===== config.mk =====
export PLATFORM = sky130hd
export DESIGN_NAME = cursor_accel
export DESIGN_NICKNAME = d
export VERILOG_FILES = /design/src/rtl/cursor_accel.sv
export SDC_FILE = /design/constraint.sdc
export NUM_CORES = 1
export LEC_CHECK = 0
export ABC_AREA = 1
export BUFFER_PORTS_ARGS = -buffer_cell sky130_fd_sc_hd__buf_2
export CORE_AREA = 2 2 139 87
export CTS_BUF_LIST = sky130_fd_sc_hd__clkbuf_2
export CTS_CLUSTER_DIAMETER = 50
export CTS_CLUSTER_SIZE = 10
export DETAILED_ROUTE_END_ITERATION = 10
export DIE_AREA = 0 0 141 89
export PLACE_DENSITY_LB_ADDON = 0.08
export SYNTH_ARGS = -nofsm -noshare
export SYNTH_HDL_FRONTEND = slang
export SYNTH_SLANG_ARGS = --single-unit
export TNS_END_PERCENT = 50

===== constraint.sdc =====
create_clock -name clk -period 5.1 [get_ports clk]
set_clock_uncertainty 0.1 [all_clocks]
set_input_delay 1.02 -clock clk [delete_from_list [all_inputs] [get_ports clk]]
set_output_delay 1.02 -clock clk [all_outputs]
set_load 0.03 [all_outputs]

===== src/rtl/cursor_accel.sv =====
// rtl/cursor_accel.sv - joystick cursor position with per-axis acceleration and window clamping
// One cursor_axis per coordinate; the top only detects the cursor tick edge and merges moved.

module cursor_axis #(
  parameter int COORD_W     = 10,
  parameter int JOY_W       = 10,
  parameter int INIT        = 0,
  parameter int MIN         = 0,
  parameter int MAX         = 0,
  parameter int FAST_LO     = 150,
  parameter int DEAD_LO     = 400,
  parameter int DEAD_HI     = 600,
  parameter int FAST_HI     = 850,
  parameter int STEP_SLOW   = 10,
  parameter int STEP_FAST   = 20,
  parameter int ACCEL_TICKS = 4,
  parameter int ACCEL_MAX   = 2,
  parameter bit LOW_NEG     = 1'b0,
  parameter bit INV         = 1'b0
) (
  input  logic               clk,
  input  logic               clr_n,
  input  logic               tick,
  input  logic               enable,
  input  logic               recenter,
  input  logic [JOY_W-1:0]   joy,
  output logic [COORD_W-1:0] pos,
  output logic               moved,
  output logic               at_lo,
  output logic               at_hi
);
  localparam int EW    = COORD_W + 2;
  localparam int LVL_W = (ACCEL_MAX > 0) ? $clog2(ACCEL_MAX + 1) : 1;
  localparam int CNT_W = $clog2(ACCEL_TICKS + 1);

  localparam logic [JOY_W-1:0]      FL      = JOY_W'(FAST_LO);
  localparam logic [JOY_W-1:0]      DL      = JOY_W'(DEAD_LO);
  localparam logic [JOY_W-1:0]      DH      = JOY_W'(DEAD_HI);
  localparam logic [JOY_W-1:0]      FH      = JOY_W'(FAST_HI);
  localparam logic signed [EW-1:0]  MIN_E   = EW'(MIN);
  localparam logic signed [EW-1:0]  MAX_E   = EW'(MAX);
  localparam logic [COORD_W-1:0]    MIN_C   = COORD_W'(MIN);
  localparam logic [COORD_W-1:0]    MAX_C   = COORD_W'(MAX);
  localparam logic [COORD_W-1:0]    INIT_C  = COORD_W'(INIT);
  localparam logic [LVL_W-1:0]      LVL_TOP = LVL_W'(ACCEL_MAX);
  localparam logic [CNT_W-1:0]      CNT_TOP = CNT_W'(ACCEL_TICKS);

  typedef enum logic {ST_IDLE, ST_ACC} state_t;

  state_t              state_q, state_d;
  logic [LVL_W-1:0]    level_q, level_d;
  logic [CNT_W-1:0]    count_q, count_d;
  logic                last_neg_q, last_neg_d;
  logic [COORD_W-1:0]  pos_q, pos_d;
  logic                moved_q, moved_d;
  logic                at_lo_q, at_lo_d;
  logic                at_hi_q, at_hi_d;

  logic                dir_none, low_side, fast, dir_neg, restart;
  logic [LVL_W-1:0]    lvl_cur;
  logic [CNT_W-1:0]    cnt_inc;
  logic signed [EW-1:0] base, step, pos_ext, sum;
  logic [COORD_W-1:0]  pos_new;

  always_comb begin
    dir_none = (joy >= DL) && (joy <= DH);
    low_side = joy < DL;
    fast     = (joy < FL) || (joy > FH);
    dir_neg  = (low_side ? LOW_NEG : ~LOW_NEG) ^ INV;
    // Starting from idle or reversing drops straight back to level 0 and counts this tick.
    restart  = (state_q == ST_IDLE) || (dir_neg != last_neg_q);
    lvl_cur  = restart ? '0 : level_q;
    cnt_inc  = restart ? CNT_W'(1) : count_q + CNT_W'(1);
    base     = fast ? EW'(STEP_FAST) : EW'(STEP_SLOW);
    step     = base << lvl_cur;
    pos_ext  = $signed({2'b00, pos_q});
    sum      = dir_neg ? (pos_ext - step) : (pos_ext + step);
    if (sum < MIN_E)      pos_new = MIN_C;
    else if (sum > MAX_E) pos_new = MAX_C;
    else                  pos_new = sum[COORD_W-1:0];

    state_d    = state_q;
    level_d    = level_q;
    count_d    = count_q;
    last_neg_d = last_neg_q;
    pos_d      = pos_q;
    moved_d    = 1'b0;
    if (recenter) begin
      state_d = ST_IDLE;
      level_d = '0;
      count_d = '0;
      pos_d   = INIT_C;
    end else if (!enable) begin
      state_d = ST_IDLE;
      level_d = '0;
      count_d = '0;
    end else if (tick) begin
      if (dir_none) begin
        state_d = ST_IDLE;
        level_d = '0;
        count_d = '0;
      end else begin
        state_d    = ST_ACC;
        last_neg_d = dir_neg;
        pos_d      = pos_new;
        moved_d    = pos_new != pos_q;
        if (cnt_inc == CNT_TOP) begin
          count_d = '0;
          level_d = (lvl_cur == LVL_TOP) ? lvl_cur : lvl_cur + LVL_W'(1);
        end else begin
          count_d = cnt_inc;
          level_d = lvl_cur;
        end
      end
    end
    at_lo_d = pos_d == MIN_C;
    at_hi_d = pos_d == MAX_C;
  end

  always_ff @(posedge clk or negedge clr_n) begin
    if (!clr_n) begin
      state_q    <= ST_IDLE;
      level_q    <= '0;
      count_q    <= '0;
      last_neg_q <= 1'b0;
      pos_q      <= INIT_C;
      moved_q    <= 1'b0;
      at_lo_q    <= (INIT == MIN);
      at_hi_q    <= (INIT == MAX);
    end else begin
      state_q    <= state_d;
      level_q    <= level_d;
      count_q    <= count_d;
      last_neg_q <= last_neg_d;
      pos_q      <= pos_d;
      moved_q    <= moved_d;
      at_lo_q    <= at_lo_d;
      at_hi_q    <= at_hi_d;
    end
  end

  assign pos   = pos_q;
  assign moved = moved_q;
  assign at_lo = at_lo_q;
  assign at_hi = at_hi_q;
endmodule

module cursor_accel #(
  parameter int COORD_W     = 10,
  parameter int JOY_W       = 10,
  parameter int INIT_X      = 627,
  parameter int INIT_Y      = 271,
  parameter int X_MIN       = 566,
  parameter int X_MAX       = 689,
  parameter int Y_MIN       = 116,
  parameter int Y_MAX       = 426,
  parameter int FAST_LO     = 150,
  parameter int DEAD_LO     = 400,
  parameter int DEAD_HI     = 600,
  parameter int FAST_HI     = 850,
  parameter int STEP_SLOW   = 10,
  parameter int STEP_FAST   = 20,
  parameter int ACCEL_TICKS = 4,
  parameter int ACCEL_MAX   = 2,
  parameter int INV_X       = 0,
  parameter int INV_Y       = 0
) (
  input  logic               clk,
  input  logic               clr_n,
  input  logic               clk_cursor,
  input  logic               enable,
  input  logic               recenter,
  input  logic [JOY_W-1:0]   joy_x,
  input  logic [JOY_W-1:0]   joy_y,
  output logic [COORD_W-1:0] dot_x,
  output logic [COORD_W-1:0] dot_y,
  output logic               moved,
  output logic               at_x_lo,
  output logic               at_x_hi,
  output logic               at_y_lo,
  output logic               at_y_hi
);
  logic prev_q, prev_d, tick, moved_x, moved_y;

  // prev resets high so a level already high at reset release is not taken as an edge.
  always_comb begin
    prev_d = clk_cursor;
    tick   = clk_cursor & ~prev_q;
  end

  always_ff @(posedge clk or negedge clr_n) begin
    if (!clr_n) prev_q <= 1'b1;
    else        prev_q <= prev_d;
  end

  cursor_axis #(
    .COORD_W(COORD_W), .JOY_W(JOY_W), .INIT(INIT_X), .MIN(X_MIN), .MAX(X_MAX),
    .FAST_LO(FAST_LO), .DEAD_LO(DEAD_LO), .DEAD_HI(DEAD_HI), .FAST_HI(FAST_HI),
    .STEP_SLOW(STEP_SLOW), .STEP_FAST(STEP_FAST), .ACCEL_TICKS(ACCEL_TICKS),
    .ACCEL_MAX(ACCEL_MAX), .LOW_NEG(1'b0), .INV(INV_X != 0)
  ) u_x (
    .clk(clk), .clr_n(clr_n), .tick(tick), .enable(enable), .recenter(recenter),
    .joy(joy_x), .pos(dot_x), .moved(moved_x), .at_lo(at_x_lo), .at_hi(at_x_hi)
  );

  cursor_axis #(
    .COORD_W(COORD_W), .JOY_W(JOY_W), .INIT(INIT_Y), .MIN(Y_MIN), .MAX(Y_MAX),
    .FAST_LO(FAST_LO), .DEAD_LO(DEAD_LO), .DEAD_HI(DEAD_HI), .FAST_HI(FAST_HI),
    .STEP_SLOW(STEP_SLOW), .STEP_FAST(STEP_FAST), .ACCEL_TICKS(ACCEL_TICKS),
    .ACCEL_MAX(ACCEL_MAX), .LOW_NEG(1'b1), .INV(INV_Y != 0)
  ) u_y (
    .clk(clk), .clr_n(clr_n), .tick(tick), .enable(enable), .recenter(recenter),
    .joy(joy_y), .pos(dot_y), .moved(moved_y), .at_lo(at_y_lo), .at_hi(at_y_hi)
  );

  assign moved = moved_x | moved_y;
endmodule


**Word level (Yosys, flattened, before mapping)**

Index checks and enable logic that the tools add are counted.

- Output and inout bits: 25
- Register bits: 41
- Logic and storage cells: 130
- Bits of input ports: 25

- $add $sub $neg: 8
- Magnitude comparators: 14
- Eq/ne operators: 13
- Shifts and indexed selects: 2
- Reduce and logical (&&, ||, !) cells: 8
- Mux-type cells: 60
- Bitwise operators: 8

Operators with widths:

| cell | count |
|---|---|
| 2-to-1 mux 10 bit | 12 |
| 2-to-1 mux 3 bit | 12 |
| 2-to-1 mux 2 bit | 14 |
| adder 11 x 12 -> 12 bit | 2 |
| 2-to-1 mux 12 bit | 2 |
| left shift 12 x 2 -> 12 bit | 2 |
| subtractor 11 x 12 -> 12 bit | 2 |
| == test 10 bit, second input constant | 2 |
| >= comparator 10 x 9 -> 1 bit, second input constant | 2 |
| > comparator 10 bit, second input constant | 2 |
| <= comparator 10 bit, second input constant | 2 |
| less-than comparator 10 x 8 -> 1 bit, second input constant | 2 |
| less-than comparator 10 x 9 -> 1 bit, second input constant | 2 |
| inequality test 10 bit | 2 |
| 2-to-1 mux 1 bit | 18 |
| > comparator 12 x 10 -> 1 bit, second input constant | 1 |
| > comparator 12 x 11 -> 1 bit, second input constant | 1 |
| less-than comparator 12 x 11 -> 1 bit, second input constant | 1 |
| less-than comparator 12 x 8 -> 1 bit, second input constant | 1 |
| == test 10 x 7 -> 1 bit, second input constant | 1 |
| == test 10 x 9 -> 1 bit, second input constant | 1 |
| 2-to-1 mux 5 bit | 2 |
| AND reduction 4 bit | 2 |
| adder 3 x 1 -> 3 bit, second input constant | 2 |
| other kinds (10) | 23 |

**Logic depth before layout (Yosys ltp)**

- Word-level depth: 16
- Gate-level depth with buffers: 38
- Mapped depth without buffers: 37

**By module**

Synthesis repeated with hierarchy kept, for this count alone.

- Cell total of the unflattened synthesis: 745
- Area, all modules: 4644.5 um2

By module, submodules not included:

| module | cells each | instances | area an instance (um2) |
|---|---|---|---|
| cursor_axis (u_y) | 396 | 1 | 2422.3 |
| cursor_axis (u_x) | 343 | 1 | 2174.6 |
| cursor_accel | 6 | 1 | 47.5 |

**Least setup slack after synthesis**

No wires, ideal clock.

- Path kind: input-to-reg
- From: in joy_y[4]
- To: reg u_y.at_hi_q, in the netlist u_y.at_hi
- Data arrival time: 4.853 ns
- Path slack: 0.031 ns
- Stages: 35
- Setup time: 0.116 ns
- Cells stage by stage: nor2_2 -> nand2_1 -> a31oi_4 -> inv_2 -> buf_6 -> nor2_1 -> nor3_2 -> inv_1 -> nor2_1 -> ha_1 -> nand2_1 -> ha_1 -> inv_1 -> o21ai_0 -> inv_1 -> fa_1 -> inv_1 -> nand3_2 -> nand2_2 -> nand2_2 -> nand2_1 -> nand2_1 -> nand2_1 -> nand2_1 -> nor2_2 -> nand3_1 -> nand2_1 -> inv_2 -> buf_6 -> nand2_1 -> nand2_1 -> a21oi_1 -> inv_1 -> nand3b_1 -> nor2_1

- Cells in the longest elaborated chain, start to end: 16
- Elaborated cells on any way between the ends: 25
- Classes of those cells: add/sub: 2; order compare: 7; eq/ne: 2; shift: 1; mux: 10; reduce/logical: 3

RTL lines:

| what | RTL line | source |
|---|---|---|
| from (decl) | 174 | `input logic [JOY_W-1:0] joy_y,` |
| less-than comparator 10 x 9 -> 1 bit | 67 | `low_side = joy < DL;` |
| 2-to-1 mux 1 bit | 69 | `dir_neg = (low_side ? LOW_NEG : ~LOW_NEG) ^ INV;` |
| inequality test 1 bit | 71 | `restart = (state_q == ST_IDLE) \|\| (dir_neg != last_neg_q);` |
| logical OR 1 bit | 71 |  |
| 2-to-1 mux 2 bit | 72 | `lvl_cur = restart ? '0 : level_q;` |
| left shift 12 x 2 -> 12 bit | 75 | `step = base << lvl_cur;` |
| adder 11 x 12 -> 12 bit / subtractor 11 x 12 -> 12 bit (equally long branches) | 77 | `sum = dir_neg ? (pos_ext - step) : (pos_ext + step);` |
| 2-to-1 mux 12 bit | 77 |  |
| [... 2 more ...] | n/a |  |
| 2-to-1 mux 10 bit | 78 | `if (sum < MIN_E) pos_new = MIN_C;` |
| 2-to-1 mux 10 bit * | 98 | `if (dir_none) begin` |
| 2-to-1 mux 10 bit * | 97 | `end else if (tick) begin` |
| 2-to-1 mux 10 bit * | 93 | `end else if (!enable) begin` |
| 2-to-1 mux 10 bit * | 88 | `if (recenter) begin` |
| net u_y.pos_d[8] | 54 | `logic [COORD_W-1:0] pos_q, pos_d;` |
| == test 10 x 9 -> 1 bit * | 117 | `at_hi_d = pos_d == MAX_C;` |
| net u_y.at_hi_d | 57 | `logic at_hi_q, at_hi_d;` |
| to (signal assigned) | 129 | `at_hi_q <= (INIT == MAX);` |
| to (signal assigned) | 138 | `at_hi_q <= at_hi_d;` |
| to (decl) | 57 |  |

Mark *: on every way through the listed nets, which the timed path passes. The rest lies on a longest branch.
A chain may end at the register's enable or synchronous reset.

**Final worst setup path**

- From: in joy_y[5]
- To: reg u_y.at_hi_q, in the netlist u_y.at_hi

- Cells in the longest elaborated chain, start to end: 16
- Elaborated cells on any way between the ends: 25
- Classes of those cells: add/sub: 2; order compare: 7; eq/ne: 2; shift: 1; mux: 10; reduce/logical: 3

RTL lines:

| what | RTL line | source |
|---|---|---|
| less-than comparator 10 x 9 -> 1 bit | 67 |  |
| 2-to-1 mux 1 bit | 69 |  |
| inequality test 1 bit | 71 |  |
| logical OR 1 bit | 71 |  |
| 2-to-1 mux 2 bit | 72 |  |
| left shift 12 x 2 -> 12 bit | 75 |  |
| adder 11 x 12 -> 12 bit / subtractor 11 x 12 -> 12 bit (equally long branches) | 77 |  |
| 2-to-1 mux 12 bit | 77 |  |
| > comparator 12 x 10 -> 1 bit | 79 | `else if (sum > MAX_E) pos_new = MAX_C;` |
| 2-to-1 mux 10 bit | 79 |  |
| 2-to-1 mux 10 bit | 78 |  |
| 2-to-1 mux 10 bit * | 98 |  |
| 2-to-1 mux 10 bit * | 97 |  |
| 2-to-1 mux 10 bit * | 93 |  |
| 2-to-1 mux 10 bit * | 88 |  |
| == test 10 x 9 -> 1 bit * | 117 |  |
| net u_y.at_hi_d | 57 |  |

Marked as above.

==> qor.csv <==
stage,metric,value,unit
setup_path,crit_type,input pin to flop,
power_and_ir_drop,swShare,0.441,
synth,yosys.area.top_type,dfrtp_1,
sta,slew_viol_final,0,
setup_path,cp_max_fo,8,
synth,ys_seq_area_frac,0.235,
setup_path,r2r_setup_slack,0.93,ns
setup_path,path_common_cell,nand2_1,
sta,tightest_slew,0.885,ns
power_and_ir_drop,power_density,219,nW/um^2
routing,antenna_left,0,
min_path,hold_path_class,flop to flop,
power_and_ir_drop,p_int,0.666,mW
floorplan,core-area,11100,um^2
global_route,grtUsageTotal,0.212,
routing,via_count,4727,
final_layout,regArea,1040,um^2
sta,finalHoldViolCount,0,
final_layout,multiInputGateArea,2930,um^2
placed_design,io_buffers,49,
routing,wirelength,12.9,mm
sta,holdWs,0.449,ns
global_route,grt_max_degree,42,
synth,async_flop_share,1.00,
global_route,antenna_found_initial,0,
routing,first_iter_violations,339,
global_route,grt-ovfl-total,0,
synth,yosysTopAreaCellShare,0.164,
power_and_ir_drop,finalPower,1.19,mW
global_route,grt_pass1_wl,21.1,mm
setup_path,r2r_cells,29,
routing,drc,0,
final_layout,syn_to_final_growth,22.7,%
setup_path,timing.rr.start,u_y.last_neg_q$_DFFE_PN0P_,
power_and_ir_drop,pwr-share-comb,0.532,
cts,numCtsBuffers,5,
cts,cts_tree,built,
final_layout,final_layout_size_suffix_gt1_frac,0.246,
sta,fin_crit_sh,0.936,
final_layout,diodes,0,
synth,synth_cells,692,
synth,netlist_area,4440,um^2
cts,clkTransAtPathRegs,0.23,ns
power_and_ir_drop,p_leak,2.97,nW
setup_path,cp-end-kind,flop,
min_path,min-delay-start,u_x.last_neg_q$_DFFE_PN0P_,
power_and_ir_drop,seqPwrFrac,0.301,
setup_path,cp.arrival,5.06,ns
setup_path,crit_path_start,joy_y[5],
final_layout,fin_nets,862,
routing,drt_first_pass_iters,5,
final_layout,fillers,1154,
floorplan,die_h,89,um
synth,synth.net_count,749,
synth,ys_top_cells_by_area,"dfrtp_1, nand2_1, inv_1, ha_1, dfstp_2",
floorplan,die_width,141,um
floorplan,dieArea,12500,um^2
synth,avgSynthCellArea,6.41,um^2
cts,clk_latency,0.43,ns
setup_path,endpoint,u_y.at_hi$_DFF_PN0_,
global_route,grt_pass1_vias,4223,
cts,cts.path.max_buffers,2,
cts,htree_levels,2,
run,cap_viol_max_count,0,
synth,ys_seq_elements,41,
cts,clk_root_buffer_cell,clkbuf_2,
setup_path,required,5.39,ns
sta,setup_viol,0,
routing,wire_per_inst,13.6,um
power_and_ir_drop,vdd_ir_drop_max,0.000107,V
sta,min_period,4.77,ns
floorplan,start_util,0.398,
floorplan,rows,30,
setup_path,start_kind,input pin,
floorplan,io_pins,50,
power_and_ir_drop,switching_power,0.525,mW
sta,rsz0062_at_grt,no,
setup_path,critPathMaxStageDelay,0.41,ns
power_and_ir_drop,clkPwrFrac,0.167,
routing,via_per_inst,4.98,
setup_path,cp_slowest_cell,fa_1,
cts,clock-sinks,41,
synth,synthTopCellsByCount,"nand2_1, inv_1, nor2_1",
synth,ys.flop_type,dfrtp_1,
placed_design,pre_cts_ws,-0.451,ns
placed_design,place.gp.congestion,0.903,
synth,synthMostInstantiatedCell,nand2_1,
sta,fmax,0.209,GHz
synth,synth_cell_types,45,
synth,synth_edf_count,0,
cts,hold_buffers,0,
sta,relSlewSlack,0.410,
synth,synth-warning-count,0,
setup_path,reg2reg_to,u_y.at_hi$_DFF_PN0_,
sta,fin_ws,0.325,ns
placed_design,dp_hpwl,10.7,mm
outcome,status,completed,
stage by stage:
step                      std cells  area (um^2)  TNS, ns   util
after floorplan                 692         4440        0      -
after global placement          939         5280    -1.20  0.473
after detailed placement        939         5280    -2.22  0.473
after CTS                       947         5340        0  0.479
after global routing            950         5440        0  0.488
final                           950         5440        0  0.488
sequential cells by signal, indices dropped and copies added (netlist names):
register        flops
u_x.pos            10
u_y.pos            10
u_x.count_q         3
u_y.count_q         3
u_x.level_q         2
u_y.level_q         2
prev_q              1
u_x.at_hi           1
u_x.at_lo           1
u_x.last_neg_q      1
u_x.moved           1
u_x.state_q         1
u_y.at_hi           1
u_y.at_lo           1
u_y.last_neg_q      1
u_y.moved           1
u_y.state_q         1
area by class of cell:
cell class,count,area share
clock buffer,5,0.00460
tap,144,0.0331
clock inverter,3,0.00758
multi-input combinational,510,0.537
inverter,134,0.0929
sequential,41,0.191
timing repair buffer,113,0.133
power groups by stage:
stage	Combinational (mW)	Sequential [mW]	Clock [mW]
finish	0.633	0.359	0.199
floorplan	0.400	0.372	0
global route	0.708	0.361	0.220
CTS	0.607	0.359	0.205
detailed placement	0.604	0.364	0
global placement	0.601	0.364	0
routing by layer:
layer,vias to the layer above,part of all wire,routed length (um),global-route usage
met5,-,0,0,0
met4,0,0.0019,25,0.0136
met3,6,0.049,626,0.0332
met2,124,0.36,4680,0.294
met1,2158,0.59,7560,0.350
li1,2439,-,-,-
worst min path at each step:
| stage | endpoint | depth (start not counted) |
|---|---|---|
| floorplan | u_x.last_neg_q$_DFFE_PN0P_ | 2 |
| global placement | u_x.last_neg_q$_DFFE_PN0P_ | 2 |
| detailed placement | u_x.last_neg_q$_DFFE_PN0P_ | 2 |
| CTS | u_x.last_neg_q$_DFFE_PN0P_ | 2 |
| global route | u_y.count_q[1]$_DFFE_PN0P_ | 2 |
| finish | u_x.last_neg_q$_DFFE_PN0P_ | 2 |
what timing repair did:
item,4_1_cts,5_1_grt
setup buffers,0,3
resized for setup,0,21
setup endpoints to repair,0,11
kinds of logic (layout without fill, tap and decap cells):
logic type | count (synthesis) | count (layout) | share of synthesized area
simple gates | 355 | 355 | 0.362
buf+inv | 141 | 255 | 0.123
compound gates | 99 | 99 | 0.140
flops | 41 | 41 | 0.235
fa+ha+maj | 32 | 32 | 0.0919
xor+xnor | 22 | 22 | 0.0434
mux | 2 | 2 | 0.00451
placed cells by master (no fill, tap or decap), types with 23 or more instances in the layout:
| cell | n |
|---|---|
| buf_4 | 64 |
| ha_1 | 30 |
| nand2_1 | 179 |
| inv_1 | 122 |
| nor2_1 | 68 |
| nand3_1 | 48 |
| a21oi_1 | 23 |
| buf_2 | 49 |
| dfrtp_1 | 29 |
| o21ai_0 | 29 |
critical path, delay by kind of cell:
kind | cells | cell delay (ns)
adders and majority gates | 3 | 0.96
and+or+nand+nor | 19 | 1.84
buffers and inverters | 6 | 0.48
AOI/OAI and AO/OA | 4 | 0.75
(Power assumes the default switching activity.)
